### src/rtl/std_edge_pkg.sv
`default_nettype none
// ============================================================================
// Module   : std_edge_pkg
// Brief    : Shared edge-mode encoding and hit helper for the edge arbiter.
// Revision : 1.0 - initial release
// ============================================================================
package std_edge_pkg;

    typedef enum logic [1:0] {
        EDGE_OFF  = 2'b00,
        EDGE_POS  = 2'b01,
        EDGE_NEG  = 2'b10,
        EDGE_BOTH = 2'b11
    } edge_mode_t;

    localparam logic EDGE_FALL = 1'b0;
    localparam logic EDGE_RISE = 1'b1;

    function automatic logic edge_mode_hit(input edge_mode_t mode,
                                           input logic       rise,
                                           input logic       fall);
        logic hit;
        hit = 1'b0;
        case (mode)
            EDGE_POS:  hit = rise;
            EDGE_NEG:  hit = fall;
            EDGE_BOTH: hit = rise | fall;
            default:   hit = 1'b0;
        endcase
        return hit;
    endfunction

endpackage
`default_nettype wire

### src/rtl/std_rr_pick.sv
`default_nettype none
// ============================================================================
// Module   : std_rr_pick
// Brief    : Combinational round-robin picker; first request at or after ptr.
// Revision : 1.0 - initial release
// ============================================================================
module std_rr_pick #(
    parameter  int CH_NUM = 8,
    localparam int IDX_W  = $clog2(CH_NUM)
) (
    input  logic [CH_NUM-1:0] req_i,
    input  logic [IDX_W-1:0]  ptr_i,
    output logic [IDX_W-1:0]  winner_o,
    output logic              any_o
);

    logic [IDX_W-1:0] w_cand;

    always_comb begin
        winner_o = '0;
        any_o    = 1'b0;
        w_cand   = '0;
        for (int i = 0; i < CH_NUM; i++) begin
            w_cand = IDX_W'((int'(ptr_i) + i) % CH_NUM);
            if (!any_o && req_i[w_cand]) begin
                any_o    = 1'b1;
                winner_o = w_cand;
            end
        end
    end

endmodule
`default_nettype wire

### src/rtl/std_edge_event_arbiter.sv
`default_nettype none
// ============================================================================
// Module   : std_edge_event_arbiter
// Brief    : Per-channel synchronised edge detection with pending latches,
//            shared through a round-robin valid/ready event port.
// Revision : 1.0 - initial release
// ============================================================================
module std_edge_event_arbiter
    import std_edge_pkg::*;
#(
    parameter  int CH_NUM      = 8,
    parameter  int SYNC_STAGES = 2,
    localparam int IDX_W       = $clog2(CH_NUM)
) (
    input  logic                i_clk,
    input  logic                i_reset,
    input  logic [CH_NUM-1:0]   i_signal,
    input  logic [CH_NUM-1:0]   i_enable,
    input  logic [2*CH_NUM-1:0] i_mode,
    input  logic                i_ready,
    output logic                o_valid,
    output logic [IDX_W-1:0]    o_channel,
    output logic                o_edge,
    output logic [CH_NUM-1:0]   o_pending,
    output logic [CH_NUM-1:0]   o_overrun,
    input  logic                i_overrun_clr
);

    localparam int                WARM_W    = $clog2(SYNC_STAGES + 2);
    localparam logic [WARM_W-1:0] WARM_DONE = WARM_W'(SYNC_STAGES + 1);

    typedef enum logic [0:0] {
        ST_IDLE    = 1'b0,
        ST_PRESENT = 1'b1
    } state_t;

    logic [SYNC_STAGES-1:0][CH_NUM-1:0] sync_q;
    logic [CH_NUM-1:0]  prev_q;
    logic [WARM_W-1:0]  warm_q;
    logic [CH_NUM-1:0]  hit_q, hit_rise_q;
    logic [CH_NUM-1:0]  pend_q, pend_d;
    logic [CH_NUM-1:0]  ptype_q, ptype_d;
    logic [CH_NUM-1:0]  ovr_q, ovr_d;
    state_t             state_q, state_d;
    logic [IDX_W-1:0]   chan_q, chan_d;
    logic               edge_q, edge_d;
    logic [IDX_W-1:0]   ptr_q, ptr_d;

    logic [CH_NUM-1:0]  w_sync, w_rise, w_fall, w_hit, w_req, w_grant;
    logic               w_warm_done;
    logic               w_load;
    logic               w_any;
    logic [IDX_W-1:0]   w_winner;

    assign w_sync      = sync_q[SYNC_STAGES-1];
    assign w_rise      = w_sync & ~prev_q;
    assign w_fall      = ~w_sync & prev_q;
    assign w_warm_done = (warm_q == WARM_DONE);
    assign w_req       = pend_q & i_enable;

    generate
        for (genvar k = 0; k < CH_NUM; k++) begin : g_ch
            assign w_hit[k]   = w_warm_done & i_enable[k] &
                                edge_mode_hit(edge_mode_t'(i_mode[2*k+1:2*k]),
                                              w_rise[k], w_fall[k]);
            assign w_grant[k] = w_load & (w_winner == IDX_W'(k));
        end
    endgenerate

    // prev_q follows the synchroniser unconditionally so that enabling a
    // channel or changing its mode never manufactures a stale edge.
    always_ff @(posedge i_clk or negedge i_reset) begin
        if (!i_reset) begin
            sync_q     <= '0;
            prev_q     <= '0;
            warm_q     <= '0;
            hit_q      <= '0;
            hit_rise_q <= '0;
        end else begin
            sync_q     <= {sync_q[SYNC_STAGES-2:0], i_signal};
            prev_q     <= w_sync;
            warm_q     <= w_warm_done ? warm_q : warm_q + WARM_W'(1);
            hit_q      <= w_hit;
            hit_rise_q <= w_rise;
        end
    end

    always_comb begin
        pend_d  = pend_q;
        ptype_d = ptype_q;
        ovr_d   = ovr_q;
        if (i_overrun_clr) begin
            ovr_d = '0;
        end
        for (int k = 0; k < CH_NUM; k++) begin
            if (!i_enable[k]) begin
                pend_d[k] = 1'b0;
            end else if (hit_q[k] && (!pend_q[k] || w_grant[k])) begin
                pend_d[k]  = 1'b1;
                ptype_d[k] = hit_rise_q[k];
            end else if (hit_q[k]) begin
                ovr_d[k] = 1'b1;
            end else if (w_grant[k]) begin
                pend_d[k] = 1'b0;
            end
        end
    end

    std_rr_pick #(
        .CH_NUM   (CH_NUM)
    ) u_rr_pick (
        .req_i    (w_req),
        .ptr_i    (ptr_q),
        .winner_o (w_winner),
        .any_o    (w_any)
    );

    always_comb begin
        state_d = state_q;
        chan_d  = chan_q;
        edge_d  = edge_q;
        ptr_d   = ptr_q;
        w_load  = 1'b0;
        case (state_q)
            ST_IDLE: begin
                if (w_any) begin
                    w_load  = 1'b1;
                    state_d = ST_PRESENT;
                end
            end
            ST_PRESENT: begin
                if (i_ready) begin
                    if (w_any) begin
                        w_load = 1'b1;
                    end else begin
                        state_d = ST_IDLE;
                    end
                end
            end
            default: state_d = ST_IDLE;
        endcase
        if (w_load) begin
            chan_d = w_winner;
            edge_d = ptype_q[w_winner];
            ptr_d  = (w_winner == IDX_W'(CH_NUM - 1)) ? '0 : w_winner + IDX_W'(1);
        end
    end

    always_ff @(posedge i_clk or negedge i_reset) begin
        if (!i_reset) begin
            state_q <= ST_IDLE;
            chan_q  <= '0;
            edge_q  <= EDGE_FALL;
            ptr_q   <= '0;
            pend_q  <= '0;
            ptype_q <= '0;
            ovr_q   <= '0;
        end else begin
            state_q <= state_d;
            chan_q  <= chan_d;
            edge_q  <= edge_d;
            ptr_q   <= ptr_d;
            pend_q  <= pend_d;
            ptype_q <= ptype_d;
            ovr_q   <= ovr_d;
        end
    end

    assign o_valid   = (state_q == ST_PRESENT);
    assign o_channel = chan_q;
    assign o_edge    = edge_q;
    assign o_pending = pend_q;
    assign o_overrun = ovr_q;

endmodule
`default_nettype wire

### config.mk
export PLATFORM = sky130hd
export DESIGN_NAME = std_edge_event_arbiter
export DESIGN_NICKNAME = d
export VERILOG_FILES = /design/src/rtl/std_edge_pkg.sv /design/src/rtl/std_rr_pick.sv /design/src/rtl/std_edge_event_arbiter.sv
export SDC_FILE = /design/constraint.sdc
export NUM_CORES = 1
export LEC_CHECK = 0
export CORE_MARGIN = 2
export CORE_UTILIZATION = 30
export CTS_BUF_LIST = sky130_fd_sc_hd__clkbuf_8 sky130_fd_sc_hd__clkbuf_16
export DETAILED_ROUTE_END_ITERATION = 16
export PLACE_DENSITY_LB_ADDON = 0.08
export SLEW_MARGIN = 20
export SYNTH_ARGS = -nofsm -noshare
export SYNTH_HDL_FRONTEND = slang
export SYNTH_SLANG_ARGS = --single-unit
### constraint.sdc
create_clock -name i_clk -period 8.64 [get_ports i_clk]
set_input_delay 2.592 -clock i_clk [delete_from_list [all_inputs] [get_ports i_clk]]
set_output_delay 2.592 -clock i_clk [all_outputs]
set_load 0.02 [all_outputs]
==> results.yml <==
global_routing:
  grt_start_max_net_pins: 75
  grt_util_all_layers: 0.158
  grt_pass1_wl_mm: 17.5
  grt-ovfl-total: 0
  antenna_found_initial: 0
  grt_pass1_vias: 3228
layout:
  nNetsFinal: 507
  drive_gt1_frac: 0.105
  final_cell_area_sq_um: 5120
  final_common_cell: "dfrtp_1"
  multi_input_area_sq_um: 2050
  nFillCells: 1346
  syn2layout_area_growth_pct: 23.8
  register_area_sq_um: 1850
  antennaDiodeCount: 0
  layout_common_cells: "dfrtp_1 (74), clkdlybuf4s50_1 (55), nand2_1 (50)"
clock_tree:
  cts_buffers: 9
  cts_tree: "done"
  cts.repair.resized: 0
  cts_max_level: 3
  clk_path_buf_depth: 2
  clkTransAtPathRegs_ns: 0.05
  post_cts_buffers: 0
  cts_root_buf: "clkbuf_16"
  insertion_delay_ns: 0.33
  cts.sinks: 74
  postCtsHoldBufs: 0
placed_design:
  dp_hpwl_mm: 8.22
  io_buffer_count: 56
  placed_area_sq_um: 4860
  gp_congestion: 0.878
worst_setup_path:
  r2r_setup_slack_ns: 4.23
  cp_max_fo: 13
  crit_path_end_kind: "flop"
  r2r_start: "ptr_q[1]"
  path_class: "in2reg"
  crit_arrival_ns: 6.14
  r2r-end: "ptype_q[7]"
  start_kind: "input pin"
  reg2regPathDepth: 14
  worst-endpoint-required_ns: 8.85
worst_hold_path:
  min_path_cells: 0
  min-delay-start: "sync_q[3]"
  hold_path.class: "reg2reg"
  min_to: "w_sync[3]"
sta:
  worstMarginPinSlew_ns: 0.929
  drv_slew: 0
  fin_crit_ns: 5.93
  finalSetupViolCount: 0
  hold_ws_ns: 0.345
  clock.fmax_ghz: 0.169
  finalCritPeriodShare: 0.687
  slew_headroom: 0.381
  rsz0062_at_grt: "false"
  skew_ns: 0.0108
  hold_viol: 0
  fin_tns_setup_ns: 0
floorplan:
  start_util: 0.310
  die_y_microns: 121
  core_sq_um: 13300
  rows: 42
  die_w_microns: 121
  dieArea_sq_um: 14700
  pin_count: 57
routing:
  drt_iter0_drc: 175
  drc_errors: 0
  routed_wl_mm: 10.8
  via_per_inst: 4.94
  ant_nets: 0
  detail_route.wl_per_cell_microns: 17.1
  route.vias.total: 3120
  dr.pass1.iters: 4
power:
  p_sw_frac: 0.420
  switching_power_mw: 0.613
  power_frac_seq: 0.300
  power.density_nw_per_um2: 285
  clock_power_share: 0.225
  pwr-share-comb: 0.475
  ir_drop_mv: 0.118
  internal_power_mw: 0.848
  p_leak_nw: 2.24
synthesis:
  async_reset_ff_frac: 1.00
  syn_area_sq_um: 4130
  yosysWarnings: 0
  yosysUniqueCellTypes: 70
  ys.flop_type: "dfrtp_1"
  avgSynthCellArea_sq_um: 10.5
  synth_seq_cells: 74
  syn_nets: 449
  yosysSeqAreaShare: 0.448
  synth_edf_count: 0
  syn_inst: 393
status:
  status: "completed"
run:
  maxCapViolCount: 0
worst max-delay path, stage by stage:
cell,delay (ns)
clkdlybuf4s50_1,0.58
nand3_1,0.19
o21ai_1,0.19
mux4_2,0.60
nor4b_4,0.39
nand3_1,0.17
nand2_1,0.44
a21oi_1,0.20
and3_1,0.27
o21bai_1,0.15
mux2_2,0.34
through the flow:
step	worst slack, ns	total power, mW	util	instances
floorplan	3.38	0.937	-	393
global placement	2.33	1.15	0.364	616
detailed placement	2.38	1.14	0.364	616
CTS	2.72	1.47	0.383	631
global route	2.48	1.56	0.383	631
finish	2.71	1.46	0.383	631
cell type report:
cell class | instances | area share
well taps | 176 | 0.0430
repair buffers | 57 | 0.111
multi-input cells | 266 | 0.401
flip-flops and latches | 74 | 0.362
clock inverters | 6 | 0.00709
clock buffers | 9 | 0.0440
inverters | 43 | 0.0320
worst max-delay path by stage:
stage                     start          to  slack (ns)  cells after the start
detailed placement  i_enable[2]  ptype_q[4]        2.38                     11
floorplan           i_enable[5]  ptype_q[7]        3.38                     12
CTS                 i_enable[2]  ptype_q[4]        2.72                     11
global placement    i_enable[2]  ptype_q[4]        2.33                     11
finish              i_enable[2]  ptype_q[4]        2.71                     11
global route        i_enable[3]  ptype_q[7]        2.48                     13
state kept, by name, summed over array words and instances, names as in the netlist:
register	cells
hit_q	8
hit_rise_q	8
o_channel	3
o_edge	1
o_overrun	8
o_pending	8
o_valid	1
prev_q	8
ptr_q	3
ptype_q	8
sync_q	8
w_sync	8
warm_q	2
routing by layer:
metal / track usage / share of wire / up-vias
li1: - / - / 1522
met1: 0.210 / 0.46 / 1510
met2: 0.251 / 0.49 / 65
met3: 0.0315 / 0.030 / 23
met4: 0.0625 / 0.023 / 0
met5: 0 / 0 / -
cell usage after synthesis, types with 3 or more instances:
master / count / area (sq um)
dfrtp_1: 74 / 1850
nand2_1: 50 / 188
inv_1: 39 / 146
o21ai_0: 30 / 150
ha_1: 20 / 250
nand3_1: 12 / 60.1
nor2_1: 11 / 41.3
a21oi_1: 10 / 50.1
and3_1: 10 / 62.6
mux2i_1: 10 / 100
and2_1: 9 / 56.3
o22ai_1: 8 / 50.1
mux4_2: 6 / 135
mux2_2: 5 / 56.3
mux4_1: 5 / 131
a21boi_0: 4 / 30.0
clkbuf_1: 4 / 15.0
nand2b_1: 4 / 25.0
o21ai_1: 4 / 20.0
inv_2: 3 / 11.3
nand3_2: 3 / 30.0
o211ai_1: 3 / 22.5
o21bai_1: 3 / 22.5
o2bb2ai_1: 3 / 26.3
o32ai_1: 3 / 26.3
xnor2_1: 3 / 26.3
logic make-up after synthesis:
kind of cell,count (synthesis),share of synthesized area
muxes,30,0.115
xor gates and xnor gates,4,0.00848
buffers and inverters,53,0.0551
and+or+nand+nor,117,0.149
adders and majority gates,20,0.0605
DFF,74,0.448
AOI/OAI and AO/OA,95,0.164
power groups by stage:
stage	Clock, mW	Combinational (mW)	Sequential (mW)
after global routing	0.353	0.761	0.446
after detailed placement	0	0.693	0.445
after floorplan	0	0.501	0.436
after global placement	0	0.705	0.446
final	0.329	0.694	0.438
after CTS	0.338	0.698	0.439
No activity file was read; power rests on OpenSTA's default activity.
==> patch 1: new RTL, same settings <==
Change the parameter `SYNC_STAGES` from 2 to 4.
--- a/src/rtl/std_edge_event_arbiter.sv
+++ b/src/rtl/std_edge_event_arbiter.sv
@@ -10,5 +10,5 @@
 #(
     parameter  int CH_NUM      = 8,
-    parameter  int SYNC_STAGES = 2,
+    parameter  int SYNC_STAGES = 4,
     localparam int IDX_W       = $clog2(CH_NUM)
 ) (
Formal check against the unedited RTL: same outputs for any inputs over 4 cycles, from zero or initial values and one cycle with i_reset low; that may be too few to reach the edited logic, so the function may still have changed.
==> patch 1 against the unedited design <==
Register-to-register slack worse by 840 ps; sequential cell count grew 17; largest power group unchanged; cell area grew 6.7%; worst setup slack got worse by 570 ps; largest cell class is now registers; routed wire length rose by 2.0%; combinational power grew 2%; global-route usage fell by 1.2 points; hold slack gained 3.1 ps; power increased by 12%; final cell count grew 2.7%; critical endpoint is now ptype_q[3]$_DFFE_PN0P_; synthesized area is 7.8% higher.
==> patch 1: results (changes against the unedited design) <==
| Metric | Value |
|---|---|
| Critical path's largest stage delay | `590 ps` |
| Vias per cell | `5.028 (was 4.945)` |
| HPWL after DPL | `8270 um (was 8224 um)` |
| Syn nets | `460 (was 449)` |
| Peak VDD IR | `0.0001231 V (was 0.0001181 V)` |
| Static leakage | `2.306 nW (was 2.243 nW)` |
| Worst Path Max Fanout | `12 (was 13)` |
| Post-synth ARST share | `100.0% (unchanged)` |
| Most used DFF post-synth | `dfrtp_1 (unchanged)` |
| WL final | `10980 um (was 10760 um)` |
| Drc violations | `0 (unchanged)` |
| First-pass DRT Iterations | `4 (unchanged)` |
| Yosys cell types | `66 (was 70)` |
| Min-Delay Path Class | `register to register (unchanged)` |
| Number of global-route vias before repair | `3280 (was 3228)` |
| Max FFs per register | `24` |
| # diodes | `0 (unchanged)` |
| R2r setup slk | `3390 ps (was 4230 ps)` |
| Reg clk slew, reported paths | `70 ps (was 50 ps)` |
| Family with the most delay on the worst path | `simple AND/OR/NAND/NOR gates (unchanged)` |
| Status | `finished, final reports clean (unchanged)` |
| Reg with most FFs | `sync_q` |
| Final Cycle Share | `75.27% (was 68.66%)` |
| Dpl ws | `1829 ps (was 2382 ps)` |
| DRC violation total after the first TritonRoute iteration | `186 (was 175)` |
| Clock Tree Root | `clkbuf_16 (unchanged)` |
| Overall global routing resource usage | `14.52% (was 15.76%)` |
| H-tree depth | `3 (unchanged)` |
| PortBufs | `56 (unchanged)` |
| End of the critical path | `ptype_q[3]$_DFFE_PN0P_ (was ptype_q[4]$_DFFE_PN0P_)` |
| Hold-fix buffers, CTS | `0 (unchanged)` |
| Final GP Congestion | `0.8416 (was 0.8779)` |
| Seq/Total Area, Yosys | `51.11% (was 44.79%)` |
| Ratio of cells with drive above 1 in the final layout | `8.190% (was 10.55%)` |
| Ys Warns | `0 (unchanged)` |
| Final Net Count | `516 (was 507)` |
| RR Startpoint | `ptr_q[0]$_DFFE_PN0P_ (was ptr_q[1]$_DFFE_PN0P_)` |
| Synth top area cells | `dfrtp_1, ha_1, mux4_2, nand2_1, inv_1 (was dfrtp_1, ha_1, nand2_1, o21ai_0, inv_1)` |
| Post-synth EDFFs | `0 (unchanged)` |
| Synth cell count leaders | `dfrtp_1, nand2_1, inv_1 (unchanged)` |
| Post CTS Setup Buffer Count | `0 (unchanged)` |
| First-pass GRT wire length | `18170 um (was 17540 um)` |
| Largest net degree at the start of global routing | `67 (was 75)` |
| Clock insertion delay at the later pin of the skew report | `330 ps (about the same)` |
| PostCTS Resize Cnt | `0 (unchanged)` |
| Longest Clk Path Bufs | `2 (unchanged)` |
| Worst Tran Pin Value | `927.1 ps (was 928.9 ps)` |
| Setup Skew | `6.351 ps (was 10.81 ps)` |
| Worst Setup SP | `i_enable[6] (was i_enable[2])` |
| CP max stage cell | `mux4_2 (unchanged)` |
| Initial antenna violation count | `0 (unchanged)` |
| Crit path DAT | `6710 ps (was 6140 ps)` |
| Length in cells of the worst reg-to-reg path | `13 (was 14)` |
| CTS Buf Count | `9 (unchanged)` |
==> patch 1: where the power goes <==
part,internal (mW),switching (mW),total (mW)
Combinational,0.290,0.420,0.710
Clock,0.224,0.161,0.385
Sequential,0.474,0.0700,0.544
Total,0.988,0.651,1.64
==> patch 1: cell type report <==
class                           count  area, um2
Sequential cell                    91       2277
Timing Repair Buffer               58      573.1
Fill cell                        1458       9071
Multi-Input combinational cell    262       1952
Clock buffer                        9      225.2
Inverter                           37      138.9
Tap cell                          184      230.2
Clock inverter                      7      66.31
==> patch 1: worst min-delay path by stage <==
stage | from | to | slack (ps) | cells after the start
after floorplan | sync_q[2]$_DFF_PN0_ | sync_q[10]$_DFF_PN0_ | 330 | 0
after global placement | sync_q[7]$_DFF_PN0_ | sync_q[15]$_DFF_PN0_ | 330 | 0
after detailed placement | sync_q[7]$_DFF_PN0_ | sync_q[15]$_DFF_PN0_ | 330 | 0
after CTS | sync_q[7]$_DFF_PN0_ | sync_q[15]$_DFF_PN0_ | 350 | 0
after global routing | sync_q[16]$_DFF_PN0_ | w_sync[0]$_DFF_PN0_ | 360 | 0
final | sync_q[16]$_DFF_PN0_ | w_sync[0]$_DFF_PN0_ | 350 | 0
==> patch 1: cells by family after synthesis <==
| logic type | after synthesis | synth area share [%] |
|---|---|---|
| simple gates | 117 | 13.73 |
| compound gates | 92 | 14.69 |
| flops | 91 | 51.11 |
| buf+inv | 50 | 5.083 |
| mux | 26 | 8.312 |
| fa+ha+maj | 21 | 5.897 |
| xor+xnor | 6 | 1.179 |
==> patch 1: metal layers <==
layer	vias up	track usage [%]	part of all wire, %
li1	1562	-	-
met1	1635	20.05	47
met4	0	4.072	1.6
met2	47	23.72	49
met5	-	0	0
met3	14	2.421	2.4
==> patch 1: metrics by stage <==
step,util [%],cells,hold slack [ps],area [um2]
final,37.59,648,348.3,5463
after CTS,37.59,648,349.5,5463
after global routing,37.59,648,356.5,5463
after detailed placement,35.58,632,334.7,5171
after floorplan,-,403,331.2,4456
after global placement,35.58,632,331.6,5171
==> patch 2: new RTL, same settings <==
Made on the original files. Reset style: synchronous (`i_reset`), changed in 2 clocked blocks.
--- a/src/rtl/std_edge_event_arbiter.sv
+++ b/src/rtl/std_edge_event_arbiter.sv
@@ -70,5 +70,5 @@
     // prev_q follows the synchroniser unconditionally so that enabling a
     // channel or changing its mode never manufactures a stale edge.
-    always_ff @(posedge i_clk or negedge i_reset) begin
+    always_ff @(posedge i_clk) begin
         if (!i_reset) begin
             sync_q     <= '0;
@@ -147,5 +147,5 @@
     end
 
-    always_ff @(posedge i_clk or negedge i_reset) begin
+    always_ff @(posedge i_clk) begin
         if (!i_reset) begin
             state_q <= ST_IDLE;
Check against the original RTL: same outputs for any inputs over 4 cycles, from zero or initial values and one cycle with i_reset low; that may be too few to reach the edited logic, so the function may still have changed.
==> patch 2 against the unedited design <==
Cell area rose by 1.1%; die area decreased by 0.44%; sequential share of layout area shrank 7.6 points; synthesized cell count increased by 14%; via count rose by 11%; sequential cell count unchanged; routed wire length rose by 3.8%; synthesized area fell by 0.45%; clock skew decreased by 4.8 ps; worst setup slack got worse by 390 ps.
Power is not compared: it rests on default switching activity, and its combinational part moved more than twofold at a synthesized area within 25%.
==> patch 2: results (changes against the unedited design) <==
| Metric | Value |
|---|---|
| Setup Skew | `5.991 ps (was 10.81 ps)` |
| Vias per cell | `5.075 (was 4.945)` |
| R2r setup slk | `3830 ps (was 4230 ps)` |
| Met3 Wirelength | `360 um (was 323 um)` |
| Met1 wire length | `5312 um (was 4935 um)` |
| Synth top area cells | `dfxtp_1, and2_1, ha_1, mux4_2, nand2_1 (was dfrtp_1, ha_1, nand2_1, o21ai_0, inv_1)` |
| Post-synth ARST share | `0% (was 100.0%)` |
| Synth cell count leaders | `dfxtp_1, nand2_1, and2_1 (was dfrtp_1, nand2_1, inv_1)` |
| Met2 Use GR | `25.67% (was 25.14%)` |
| Number of global-route vias before repair | `3315 (was 3228)` |
| Final Net Count | `556 (was 507)` |
| WL final | `11180 um (was 10760 um)` |
| Status | `finished, final reports clean (unchanged)` |
| Dpl ws | `2016 ps (was 2382 ps)` |
| Yosys cell types | `59 (was 70)` |
| First-pass GRT wire length | `17710 um (was 17540 um)` |
| Overall global routing resource usage | `15.88% (was 15.76%)` |
| GR Util met3 | `2.350% (was 3.148%)` |
| Family with the most delay on the worst path | `compound AO/OA/AOI/OAI gates (was simple AND/OR/NAND/NOR gates)` |
| RR Startpoint | `ptr_q[1]$_SDFFE_PN0P_ (was ptr_q[1]$_DFFE_PN0P_)` |
| Met2 wire length | `5239 um (was 5257 um)` |
| Seq/Total Area, Yosys | `36.00% (was 44.79%)` |
| Crit path DAT | `6550 ps (was 6140 ps)` |
| Layout filler cell count | `1347 (was 1346)` |
| DRC violation total after the first TritonRoute iteration | `177 (was 175)` |
| Ratio of cells with drive above 1 in the final layout | `9.703% (was 10.55%)` |
| Hold path cells | `1 (was 0)` |
| Hold Path End | `w_sync[1]$_SDFF_PN0_ (was w_sync[3]$_DFF_PN0_)` |
| CP max stage cell | `clkdlybuf4s50_1 (was mux4_2)` |
| Capturing point of the worst reg2reg path | `o_overrun[3]$_SDFF_PN0_ (was ptype_q[7]$_DFFE_PN0P_)` |
| Most used DFF post-synth | `dfxtp_1 (was dfrtp_1)` |
| Worst Path Max Fanout | `7 (was 13)` |
| Min-Delay Startpoint | `sync_q[1]$_SDFF_PN0_ (was sync_q[3]$_DFF_PN0_)` |
| Met1 usage | `21.13% (was 20.99%)` |
| Worst Setup SP | `i_enable[4] (was i_enable[2])` |
patch 2: cell types whose count changed after synthesis, moves of 17 or more:
| cell | delta |
|---|---|
| and2_1 | +36 |
| dfrtp_1 | -74 |
| dfxtp_1 | +74 |
| o21ai_0 | -17 |
patch 2: worst max path at each step:
stage,endpoint,depth (start not counted)
5_1_grt,o_overrun[3]$_SDFF_PN0_,14
4_1_cts,o_overrun[3]$_SDFF_PN0_,14
2_1_floorplan,o_overrun[3]$_SDFF_PN0_,13
3_5_place_dp,o_overrun[3]$_SDFF_PN0_,14
3_3_place_gp,o_overrun[3]$_SDFF_PN0_,14
6_report,o_overrun[3]$_SDFF_PN0_,14
patch 2: report_power, final:
| part | switching [mW] | leakage [nW] | internal [mW] |
|---|---|---|---|
| Combinational | 0.0252 | 1.12 | 0.0270 |
| Sequential | 0.00406 | 0.601 | 0.350 |
| Clock | 0.146 | 0.177 | 0.300 |
| Total | 0.175 | 1.90 | 0.677 |
patch 2: cell type report:
| class | count | area share (%) |
|---|---|---|
| inverters | 31 | 2.345 |
| well taps | 176 | 4.255 |
| multi-input cells | 325 | 46.64 |
| repair buffers | 59 | 11.17 |
| clock buffers | 11 | 4.884 |
| clock inverters | 5 | 2.079 |
| flip-flops and latches | 74 | 28.63 |
patch 2: cell families (layout without fill, tap and decap cells):
kind of cell,Yosys count,count (layout),share of synthesized area [%]
simple gates,162,162,21.43
flops,74,74,36.00
mux,28,28,10.06
compound gates,111,111,19.85
buf+inv,50,106,5.351
fa+ha+maj,20,20,6.081
xor+xnor,4,4,1.216
patch 2: stage by stage:
stage                     std cells  hold WS, ps  instance area, um2
after floorplan                 449        411.9                4115
after global placement          665        414.8                4815
after detailed placement        665        420.9                4815
after CTS                       681        435.2                5175
after global routing            681        445.9                5175
final                           681        430.0                5175
